--- src/rtl/jk_bank_sequencer.sv ---
// Sequences SET/RESET/TOGGLE/LOAD/COUNT commands onto a bank of WIDTH JK flip-flops.
// Latency: accept->done = 3 cycles for SET/RESET/TOGGLE/LOAD, 2n+1 for COUNT n, 1 for NOP/illegal/COUNT 0.
// Backpressure: cmd_ready is high only in IDLE; a held cmd_valid waits until the block returns to IDLE.
//
// Ports:
//   clk                  rising-edge clock
//   clear                asynchronous active-low reset
//   cmd_valid/cmd_ready  command handshake (transfer = cmd_valid & cmd_ready)
//   cmd_op               0 NOP, 1 SET, 2 RESET, 3 TOGGLE, 4 LOAD, 5 COUNT, 6/7 illegal
//   cmd_mask             bit select for SET/RESET/TOGGLE
//   cmd_data             LOAD value; COUNT step count in cmd_data[CNTW-1:0]
//   abort                synchronous abort, honoured in APPLY and SAMPLE only
//   jk_j/jk_k            registered J/K drive to the bank (zero = hold)
//   jk_q                 Q read-back from the bank
//   busy/done/err        status: not-IDLE, one-cycle completion pulse, sticky error
//
// Build option: define JK_SEQ_VERIFY_EN to check jk_q in SAMPLE against the
// value the operation should have produced; a mismatch sets err and ends the command.

module jk_bank_sequencer #(
  parameter int WIDTH = 4,
  parameter int CNTW  = 4
) (
  input  logic             clk,
  input  logic             clear,
  input  logic             cmd_valid,
  output logic             cmd_ready,
  input  logic [2:0]       cmd_op,
  input  logic [WIDTH-1:0] cmd_mask,
  input  logic [WIDTH-1:0] cmd_data,
  input  logic             abort,
  output logic [WIDTH-1:0] jk_j,
  output logic [WIDTH-1:0] jk_k,
  input  logic [WIDTH-1:0] jk_q,
  output logic             busy,
  output logic             done,
  output logic             err
);

  localparam logic [2:0] OP_NOP    = 3'd0;
  localparam logic [2:0] OP_SET    = 3'd1;
  localparam logic [2:0] OP_RESET  = 3'd2;
  localparam logic [2:0] OP_TOGGLE = 3'd3;
  localparam logic [2:0] OP_LOAD   = 3'd4;
  localparam logic [2:0] OP_COUNT  = 3'd5;

  typedef enum logic [1:0] {
    ST_IDLE   = 2'd0,
    ST_APPLY  = 2'd1,
    ST_SAMPLE = 2'd2,
    ST_DONE   = 2'd3
  } state_e;

  state_e            state_q, state_d;
  logic [2:0]        op_q, op_d;
  logic [CNTW-1:0]   steps_q, steps_d;
  logic [WIDTH-1:0]  jk_j_q, jk_j_d;
  logic [WIDTH-1:0]  jk_k_q, jk_k_d;
  logic              err_q, err_d;
  logic [WIDTH-1:0]  count_t;
  logic [2*WIDTH-1:0] accept_vec;

`ifdef JK_SEQ_VERIFY_EN
  logic [WIDTH-1:0]  mask_q, mask_d;
  logic [WIDTH-1:0]  data_q, data_d;
  logic [WIDTH-1:0]  old_q, old_d;
  logic [WIDTH-1:0]  expect_q_val;
  logic              verify_fail;
`endif

  // J/K vector for one application of an operation, packed as {j, k}.
  // For COUNT the caller supplies the increment vector t.
  function automatic logic [2*WIDTH-1:0] op_vec(
    input logic [2:0]       op,
    input logic [WIDTH-1:0] mask,
    input logic [WIDTH-1:0] data,
    input logic [WIDTH-1:0] t
  );
    logic [2*WIDTH-1:0] v;
    v = '0;
    case (op)
      OP_SET:    v = {mask, {WIDTH{1'b0}}};
      OP_RESET:  v = {{WIDTH{1'b0}}, mask};
      OP_TOGGLE: v = {mask, mask};
      OP_LOAD:   v = {data, ~data};
      OP_COUNT:  v = {t, t};
      default:   v = '0;
    endcase
    return v;
  endfunction

  // Ripple-carry increment as a toggle mask: bit i flips when all lower bits
  // are one. All-ones gives an all-ones mask, so the bank wraps to zero.
  always_comb begin
    logic carry;
    count_t = '0;
    carry   = 1'b1;
    for (int i = 0; i < WIDTH; i++) begin
      count_t[i] = carry;
      carry      = carry & jk_q[i];
    end
  end

  // J/K is registered, so the vector for the first APPLY is built while
  // still in IDLE, from the incoming command and the bank's current Q.
  assign accept_vec = op_vec(cmd_op, cmd_mask, cmd_data, count_t);

`ifdef JK_SEQ_VERIFY_EN
  // Value the bank should hold after the operation, relative to the Q
  // captured during APPLY (before the closing edge updated the bank).
  always_comb begin
    expect_q_val = old_q;
    case (op_q)
      OP_SET:    expect_q_val = old_q | mask_q;
      OP_RESET:  expect_q_val = old_q & ~mask_q;
      OP_TOGGLE: expect_q_val = old_q ^ mask_q;
      OP_LOAD:   expect_q_val = data_q;
      OP_COUNT:  expect_q_val = old_q + WIDTH'(1);
      default:   expect_q_val = old_q;
    endcase
  end

  assign verify_fail = (jk_q != expect_q_val);
`endif

  always_comb begin
    state_d = state_q;
    op_d    = op_q;
    steps_d = steps_q;
    jk_j_d  = '0;
    jk_k_d  = '0;
    err_d   = err_q;
`ifdef JK_SEQ_VERIFY_EN
    mask_d  = mask_q;
    data_d  = data_q;
    old_d   = old_q;
`endif

    case (state_q)
      ST_IDLE: begin
        if (cmd_valid) begin
          op_d    = cmd_op;
          steps_d = cmd_data[CNTW-1:0];
          err_d   = 1'b0;
`ifdef JK_SEQ_VERIFY_EN
          mask_d  = cmd_mask;
          data_d  = cmd_data;
`endif
          case (cmd_op)
            OP_NOP: state_d = ST_DONE;
            OP_SET, OP_RESET, OP_TOGGLE, OP_LOAD: begin
              state_d = ST_APPLY;
              {jk_j_d, jk_k_d} = accept_vec;
            end
            OP_COUNT: begin
              // Zero steps never touches the bank.
              if (cmd_data[CNTW-1:0] == '0) begin
                state_d = ST_DONE;
              end else begin
                state_d = ST_APPLY;
                {jk_j_d, jk_k_d} = accept_vec;
              end
            end
            default: begin
              err_d   = 1'b1;
              state_d = ST_DONE;
            end
          endcase
        end
      end

      ST_APPLY: begin
`ifdef JK_SEQ_VERIFY_EN
        old_d = jk_q;
`endif
        // The bank takes the vector on this cycle's closing edge either way;
        // abort only stops anything further from being applied.
        state_d = abort ? ST_DONE : ST_SAMPLE;
      end

      ST_SAMPLE: begin
        if (op_q == OP_COUNT) begin
          steps_d = steps_q - CNTW'(1);
        end
        if (abort) begin
          state_d = ST_DONE;
`ifdef JK_SEQ_VERIFY_EN
        end else if (verify_fail) begin
          err_d   = 1'b1;
          state_d = ST_DONE;
`endif
        end else if ((op_q == OP_COUNT) && (steps_q != CNTW'(1))) begin
          state_d = ST_APPLY;
          jk_j_d  = count_t;
          jk_k_d  = count_t;
        end else begin
          state_d = ST_DONE;
        end
      end

      ST_DONE: state_d = ST_IDLE;

      default: state_d = ST_IDLE;
    endcase
  end

  always_ff @(posedge clk or negedge clear) begin
    if (!clear) begin
      state_q <= ST_IDLE;
      op_q    <= OP_NOP;
      steps_q <= '0;
      jk_j_q  <= '0;
      jk_k_q  <= '0;
      err_q   <= 1'b0;
    end else begin
      state_q <= state_d;
      op_q    <= op_d;
      steps_q <= steps_d;
      jk_j_q  <= jk_j_d;
      jk_k_q  <= jk_k_d;
      err_q   <= err_d;
    end
  end

`ifdef JK_SEQ_VERIFY_EN
  always_ff @(posedge clk or negedge clear) begin
    if (!clear) begin
      mask_q <= '0;
      data_q <= '0;
      old_q  <= '0;
    end else begin
      mask_q <= mask_d;
      data_q <= data_d;
      old_q  <= old_d;
    end
  end
`endif

  assign jk_j      = jk_j_q;
  assign jk_k      = jk_k_q;
  assign cmd_ready = (state_q == ST_IDLE);
  assign busy      = (state_q != ST_IDLE);
  assign done      = (state_q == ST_DONE);
  assign err       = err_q;

endmodule

--- config.mk ---
export PLATFORM = sky130hd
export DESIGN_NAME = jk_bank_sequencer
export DESIGN_NICKNAME = d
export VERILOG_FILES = /design/src/rtl/jk_bank_sequencer.sv
export SDC_FILE = /design/constraint.sdc
export NUM_CORES = 1
export LEC_CHECK = 0
export CAP_MARGIN = 20
export CORE_MARGIN = 4
export CORE_UTILIZATION = 30
export DETAILED_ROUTE_END_ITERATION = 10
export HOLD_SLACK_MARGIN = 0.08
export PLACE_DENSITY_LB_ADDON = 0.2
export SYNTH_ARGS = -nofsm -noshare
export SYNTH_HDL_FRONTEND = slang
export SYNTH_SLANG_ARGS = --single-unit
--- constraint.sdc ---
create_clock -name clk -period 2.4 [get_ports clk]
set_input_delay 0.48 -clock clk [delete_from_list [all_inputs] [get_ports clk]]
set_output_delay 0.48 -clock clk [all_outputs]
set_load 0.005 [all_outputs]
**Word-level counts from Yosys, hierarchy flattened**

Index checks and enable logic that the tools add are counted.

- Bitwise logic cells: 3
- Add/subtract/negate cells: 1
- Muxes and demuxes: 22
- Equality and inequality tests: 12
- Reductions and logical operators: 10

Operator list:

| cell | number |
|---|---|
| 4-bit one-hot mux with 2 select lines | 5 |
| 8-bit one-hot mux with 5 select lines | 1 |
| 4-bit two-way mux | 8 |
| 3-bit equality test (second input constant) | 3 |
| 2-bit two-way mux | 4 |
| 2-bit one-hot mux with 4 select lines | 1 |
| 3-bit by 2-bit equality test with 1-bit output (second input constant) | 2 |
| 6-bit OR reduction | 1 |
| 2-bit equality test (second input constant) | 2 |
| 4-bit logical NOT | 1 |
| 2-bit != test (second input constant) | 2 |
| 4-bit by 1-bit != test with 1-bit output (second input constant) | 1 |
| 4-bit NOT | 1 |
| 2-bit one-hot mux with 2 select lines | 1 |
| 2-bit nonzero test | 2 |
| 4-bit OR reduction | 1 |
| 4-bit by 1-bit subtractor with 4-bit output (second input constant) | 1 |
| 3-bit by 1-bit equality test with 1-bit output (second input constant) | 1 |
| 3-bit logical NOT | 1 |
| 3-bit AND reduction | 1 |
| 1-bit AND | 2 |
| 2-bit by 1-bit equality test with 1-bit output (second input constant) | 1 |
| 2-bit logical NOT | 1 |
| 1-bit two-way mux | 2 |
| other kinds (2) | 2 |

- Register bits after elaboration: 18
- Logic and storage cells: 54
- Bits of input ports: 19

**Longest topological paths before layout**

Gate-level depths: netlist of run 1.

- Depth after elaboration: 7
- Gate-level depth with buffers: 6
- Depth with buffers taken out: 6

**Least setup slack after synthesis of run 1**

Ideal clock, no wire load.

- Path type: input -> register
- Start: input port cmd_data[1]
- End: register jk_j_q[3], in the netlist jk_j[3]
- Arrival: 1.515 ns
- Slack: 0.756 ns
- Stages on the path: 4
- Setup time: 0.128 ns
- Path buffers: 0
- Cell sequence: or4_4 o2111ai_4 o22ai_2 o2bb2ai_1

- Longest elaborated chain between the ends: 5

RTL lines:

| element | RTL line | source |
|---|---|---|
| start, declared | 30 | `input logic [WIDTH-1:0] cmd_data,` |
| 4-bit logical NOT | 157 | `if (cmd_data[CNTW-1:0] == '0) begin` |
| 4-bit two-way mux | 157 |  |
| 4-bit one-hot mux with 2 select lines | 149 | `case (cmd_op)` |
| 4-bit two-way mux | 141 | `if (cmd_valid) begin` |
| 4-bit one-hot mux with 2 select lines | 139 | `case (state_q)` |
| net jk_j_d[3] | 57 | `logic [WIDTH-1:0] jk_j_q, jk_j_d;` |
| end signal, assigned | 219 | `jk_j_q <= jk_j_d;` |
| end, declared | 57 |  |

The timed path passes the listed nets, and every way through them passes these cells.
A chain may end at the register's enable or synchronous reset.

**Worst setup path after layout of run 1**

- Start: register state_q[1]
- End: output port busy

- Longest elaborated chain between the ends: 1

RTL lines:

| element | RTL line | source |
|---|---|---|
| start, declared | 54 | `state_e state_q, state_d;` |
| start signal, assigned | 216 | `state_q <= state_d;` |
| 2-bit nonzero test | 242 | `assign busy = (state_q != ST_IDLE);` |
| end, declared | 35 | `output logic busy,` |

No other way between the ends.

==> results of run 1 <==
-- report_power, final --
group          total, µW  internal, µW  switching, µW
clock network        192          92.3           99.6
registers            468           389           78.5
logic                461           236            225
-- cell usage after synthesis (3+ instances only) --
master,count
nor3_1,5
nor2_1,9
o21ai_1,3
nand2_1,19
a21oi_1,4
clkbuf_1,3
o21ai_0,6
inv_1,3
a22oi_1,6
nor2b_1,3
a32oi_1,3
dfrtp_1,18
-- critical path, stage by stage (launching register included) --
cell and delay, ps:
dfrtp_1 490, nor2_1 100, inv_1 100, clkdlybuf4s50_1 510
-- kinds of logic (layout without fill, tap and decap cells) --
family	count (synthesis)	in the layout
simple gates	54	54
compound gates	33	33
flops	18	18
buf+inv	8	41
fa+ha+maj	2	2
-- placed cells by master (no fill, tap or decap), types with 3 or more instances in the layout --
master,netlist,final
nand2_1,19,19
a21oi_1,4,4
o21ai_0,6,6
nor2b_1,3,3
a22oi_1,6,6
nor2_1,9,9
buf_4,0,5
o21ai_1,3,3
clkdlybuf4s50_1,0,29
nor3_1,5,5
dfrtp_1,18,18
a32oi_1,3,3
inv_1,3,3
clkbuf_4,0,3
-- sequential cells by signal, indices dropped and copies added (netlist names) --
name	cells
state_q	2
jk_k	4
jk_j	4
op_q	3
steps_q	4
err	1
-- per-layer routing --
layer / part of all wire, % / wire [µm] / global-route usage [%] / up-vias
met5: 0 / 0 / 0 / -
met4: 0.63 / 16 / 4.810 / 0
met3: 4.9 / 125 / 2.361 / 2
met2: 52 / 1317 / 20.74 / 22
met1: 42 / 1073 / 13.84 / 467
li1: - / - / - / 482
-- layout make-up --
| cell class | instances | area [µm²] | area share [%] |
|---|---|---|---|
| multi-input cells | 89 | 563.0 | 38.93 |
| flip-flops and latches | 18 | 450.4 | 31.14 |
| repair buffers | 34 | 327.8 | 22.66 |
| well taps | 46 | 57.56 | 3.979 |
| clock buffers | 4 | 36.28 | 2.509 |
| inverters | 3 | 11.26 | 0.7785 |
-- worst paths after layout --
kind                                         from                      to  slack [ps]  depth (start not counted)
setup / recovery           state_q[1]$_DFFE_PN0P_                    busy         430                          3
hold reg to reg                   err$_DFFE_PN0P_         err$_DFFE_PN0P_         490                          2
hold / removal                    err$_DFFE_PN0P_         err$_DFFE_PN0P_         490                          2
setup reg to reg           steps_q[0]$_DFFE_PN0P_       jk_k[3]$_DFF_PN0_         640                          5
max in group asynchronous                   clear  state_q[1]$_DFFE_PN0P_        1700                          2
min in group asynchronous                   clear       jk_k[1]$_DFF_PN0_         510                          2
-- through the flow --
stage	setup slack [ps]	hold slack, ps	power (µW)
after CTS	409.3	495.3	1131
after global placement	175.1	450.6	913.8
after detailed placement	157.4	466.9	940.6
after global routing	366.8	510.9	1200
after floorplan	756.5	184.4	742.9
final	429.8	488.7	1120
==> results_dict.tcl, run 1 <==
set metrics [dict create \
    ys_ff_latch 18 \
    cp.required_ps 1920 \
    cts_root_buf "clkbuf_4" \
    drt_iter0_markers 27 \
    post-route-period-util_pct 82.09 \
    synth-simple-area-share_pct 27.87 \
    ys.flop_type "dfrtp_1" \
    gr-total-overflow 0 \
    antenna_cells 0 \
    muxShareOfSynthArea_pct 0 \
    p_per_area_nw_per_um2 774.4 \
    hold_path_class "flop to flop" \
    ant_nets 0 \
    finalInstanceArea_um2 1446 \
    wl_per_cell_um 13.05 \
    grt_antenna_before_repair 0 \
    synth_top_family_by_area "simple AND/OR/NAND/NOR gates" \
    dieArea_um2 4496 \
    syn_to_final_growth_pct 38.28 \
    synth_edf_count 0 \
    htreeDepth 1 \
    synth_adder_area_share_pct 2.392 \
    num_vias 973 \
    first_global_vias 931 \
    drive_gt1_share_pct 10.14 \
    worst-path-max-fanout 7 \
    cts.sinks 18 \
    cts_tree "done" \
    finClkSkew_ps 3.337 \
    crit_path_end_kind "output pin" \
    ir_worst_vdd_uv 310.6 \
    ys_seq_area_share_pct 43.06 \
    cp-start-kind "flop" \
    drt-total-wl_um 2531 \
    viasPerCell 5.015 \
    cts_buffers 3 \
    cts_resized 0 \
    synthDistinctLibCells 35 \
    setup_tns_ps 0 \
    rsz0062_at_grt "no" \
    track_usage_pct 11.82 \
    netlist_instances 115 \
    finalSetupViolCount 0 \
    async_flop_share_pct 100.0 \
    relSlewSlack_pct 74.18 \
    yosysTopAreaCell "dfrtp_1" \
    dr.pass1.iters 4 \
    holdBufCountCts 0 \
    grt_pass1_wl_um 4029 \
    place_congestion 0.8015 \
    max_freq_mhz 507.6 \
    die_w_um 67.05 \
    cts_buffer_depth 2 \
    layout.cells.non_filler 194 \
    worst_pin_slew_ps 383.7 \
    fillers 351 \
    port_buffers 29 \
    period_minus_slack_ps 1970 \
    fin_nets 170 \
    post_cts_buffers 0 \
    yosysWarnings 0 \
    avgSynthCellArea_um2 9.096 \
    grt_max_degree 19 \
    synth_top_cell_area_share_pct 43.06 \
    clk_pin_slew_ps 110 \
    path_class "flop to output pin" \
    drv_cap 0 \
    post-route-util_pct 43.01 \
    row_count 21 \
    netlist_area_um2 1046 \
    ioPinCount 31 \
    syn-num-nets 136 \
    synth_compound_area_share_pct 23.56 \
    placed_cell_area_um2 1410 \
    slew_viol_final 0 \
    status "finished clean" \
    insertion_delay_ps 290 \
    hold_viol 0 \
    worstPathArrival_ps 1490 \
    leakagePower_uw 0.0005965 \
    synth.area.top_cells "dfrtp_1, nand2_1, a22oi_1" \
    die_h_um 67.05 \
    coreArea_um2 3363 \
    dpl.cell_count 190 \
    initial_core_util_pct 31.10 \
    drc 0 \
    hpwl_um 2004 \
    synth_xor_xnor_area_share_pct 0 \
]
Note: power is estimated with default switching activity, not from simulation.
==> inputs of run 2 (changes only) <==
Clock period 2.4 ns to 1.6 ns, I/O delays scaled along.
==> run 2 against run 1 <==
  * The flow now finishes with violations (setup timing)
  * Power grew 83%
  * Die area is the same
  * Highest routed layer unchanged
  * Critical endpoint is now jk_k[3]$_DFF_PN0_
  * Design area increased by 17%
  * Global-route usage grew 2.7 points
  * Setup slack worse by 470 ps
  * Via count grew 14%
  * Combinational power grew 130%
  * Worst hold slack worse by 150 ps
==> results_dict.tcl, run 2 (synthesis gave the netlist of run 1 again) <==
set metrics [dict create \
    hpwl_um 2344 \
    max_stage_delay_ps 550 \
    slowest_stage "or4_4" \
    final_common_cell "buf_4" \
    track_usage_pct 14.50 \
    wl_per_cell_um 14.32 \
    num_vias 1105 \
    ant_nets 0 \
    cts.sinks 18 \
    seq_area_um2 452.9 \
    rsz0062_at_grt "yes" \
    leakagePower_uw 0.0007414 \
    cp-start-kind "flop" \
    critPathTopFamily "simple AND/OR/NAND/NOR gates" \
    period_minus_slack_ps 1642 \
    ioPinCount 31 \
    clk_pin_slew_ps 120 \
    cts_tree "done" \
    finClkSkew_ps 10.57 \
    insertion_delay_ps 300 \
    grt-busiest-layer "met2" \
    fillers 330 \
    die_h_um 67.05 \
    hold_path_class "primary input to async pin" \
    cts_buffer_depth 2 \
    drive_gt1_share_pct 31.98 \
    grt_max_degree 19 \
    worst-path-max-fanout 3 \
    hold_viol 0 \
    worstPathArrival_ps 1870 \
    use_met2_pct 25.64 \
    drv_cap 0 \
    post-route-util_pct 50.45 \
    place_congestion 0.8631 \
    status "complete, but fails checks" \
    relSlewSlack_pct 79.68 \
    multi_input_area_um2 631.9 \
    gr-total-overflow 0 \
    port_buffers 29 \
    dieArea_um2 4496 \
    fin_nets 194 \
    crit_path_end_kind "flop" \
    drc 0 \
    antenna_cells 0 \
    max_freq_mhz 609.0 \
    post-route-period-util_pct 102.6 \
    dr.pass1.iters 4 \
    worst_pin_slew_ps 304.1 \
    p_per_area_nw_per_um2 1205 \
    initial_core_util_pct 31.10 \
    viasPerCell 5.069 \
    violations "setup timing" \
    met1_usage_pct 17.16 \
    grt_use_met3_pct 2.530 \
    cp.required_ps 1820 \
    final_cell_mix "buf_4, clkdlybuf4s50_1, nand2_1, dfrtp_1, nor2_1" \
    setup_slack_ps -42.04 \
    die_w_um 67.05 \
    hold_ws_ps 341.1 \
    slew_viol_final 0 \
    path_cells "buf_6 -> nand2b_4 -> or4_4 -> o22ai_4 -> o2bb2ai_1" \
    grt_antenna_before_repair 0 \
    drt-total-wl_um 3121 \
    finalSetupViolCount 2 \
    ir_worst_vdd_uv 583.3 \
    cts_buffers 3 \
    path_class "flop to flop" \
    coreArea_um2 3363 \
    crit_buf_inv 1 \
    first_global_vias 1097 \
    row_count 21 \
    cts_root_buf "clkbuf_4" \
    grt_pass1_wl_um 4871 \
    htreeDepth 1 \
    syn_to_final_growth_pct 62.20 \
    drt_iter0_markers 44 \
    fin_total_pwr_uw 2045 \
]
## run 2: changes by cell type in the layout (fill, tap and decap cells not counted), sizes merged
cell           delta
buf              +24
clkdlybuf4s50     -7
dlygate4sd2       +4
clkbuf            +2
dlymetal6s2s      +1
## run 2: worst register-to-register path, cell delays in order (launching register included)
cell and delay (ps):
dfrtp_2 450, buf_6 120, nand2b_4 130, or4_4 550, o22ai_4 180, o2bb2ai_1 130
## run 2: final cells by class
class | instances | area share, %
multi-input cells | 89 | 37.24
repair buffers | 58 | 29.87
flip-flops and latches | 18 | 26.70
well taps | 46 | 3.392
clock buffers | 4 | 2.139
inverters | 3 | 0.6637
## run 2: path summary, 6_finish.rpt
kind                                        start                endpoint  slack [ps]  cells past startpoint
max reg2reg                state_q[0]$_DFFE_PN0P_       jk_k[3]$_DFF_PN0_         -40                      5
min                                         clear         err$_DFFE_PN0P_         340                      2
max                        state_q[0]$_DFFE_PN0P_       jk_k[3]$_DFF_PN0_         -40                      5
min in group clk                      cmd_data[1]  steps_q[1]$_DFFE_PN0P_         420                      3
min reg2reg                       err$_DFFE_PN0P_         err$_DFFE_PN0P_         490                      2
max in group asynchronous                   clear  state_q[1]$_DFFE_PN0P_        1040                      2
## run 2: metal layers
metal / wire length, µm / share of wire [%]
met5: 0 / 0
met4: 16 / 0.51
met3: 115 / 3.7
met2: 1689 / 54
met1: 1301 / 42
## run 2: report_power, final
group	total [µW]	internal (µW)	leakage, µW	switching (µW)
Combinational	1060	564	0.000489	493
Sequential	695	589	0.000232	106
Clock	293	139	0.0000210	154
Total	2040	1290	0.000741	753
## run 2: per-stage QoR
step	worst slack (ps)	instances	instance area [µm²]	TNS (ps)
after floorplan	0.3806	115	1060	0
after global placement	-421.3	206	1544	-3931
after detailed placement	-461.3	206	1544	-4357
after CTS	-66.48	216	1630	-119.1
after global routing	-99.55	218	1697	-214.8
final	-42.04	218	1697	-64.90
## run 2: timing repair
| action | in CTS | in global routing |
|---|---|---|
| hold buffers | 0 | 0 |
| pin swaps | 5 | 5 |
| gates resized for setup | 11 | 21 |
| gates cloned | 0 | 0 |
| endpoints found under the setup margin | 11 | 13 |
| buffers inserted | 6 | 2 |
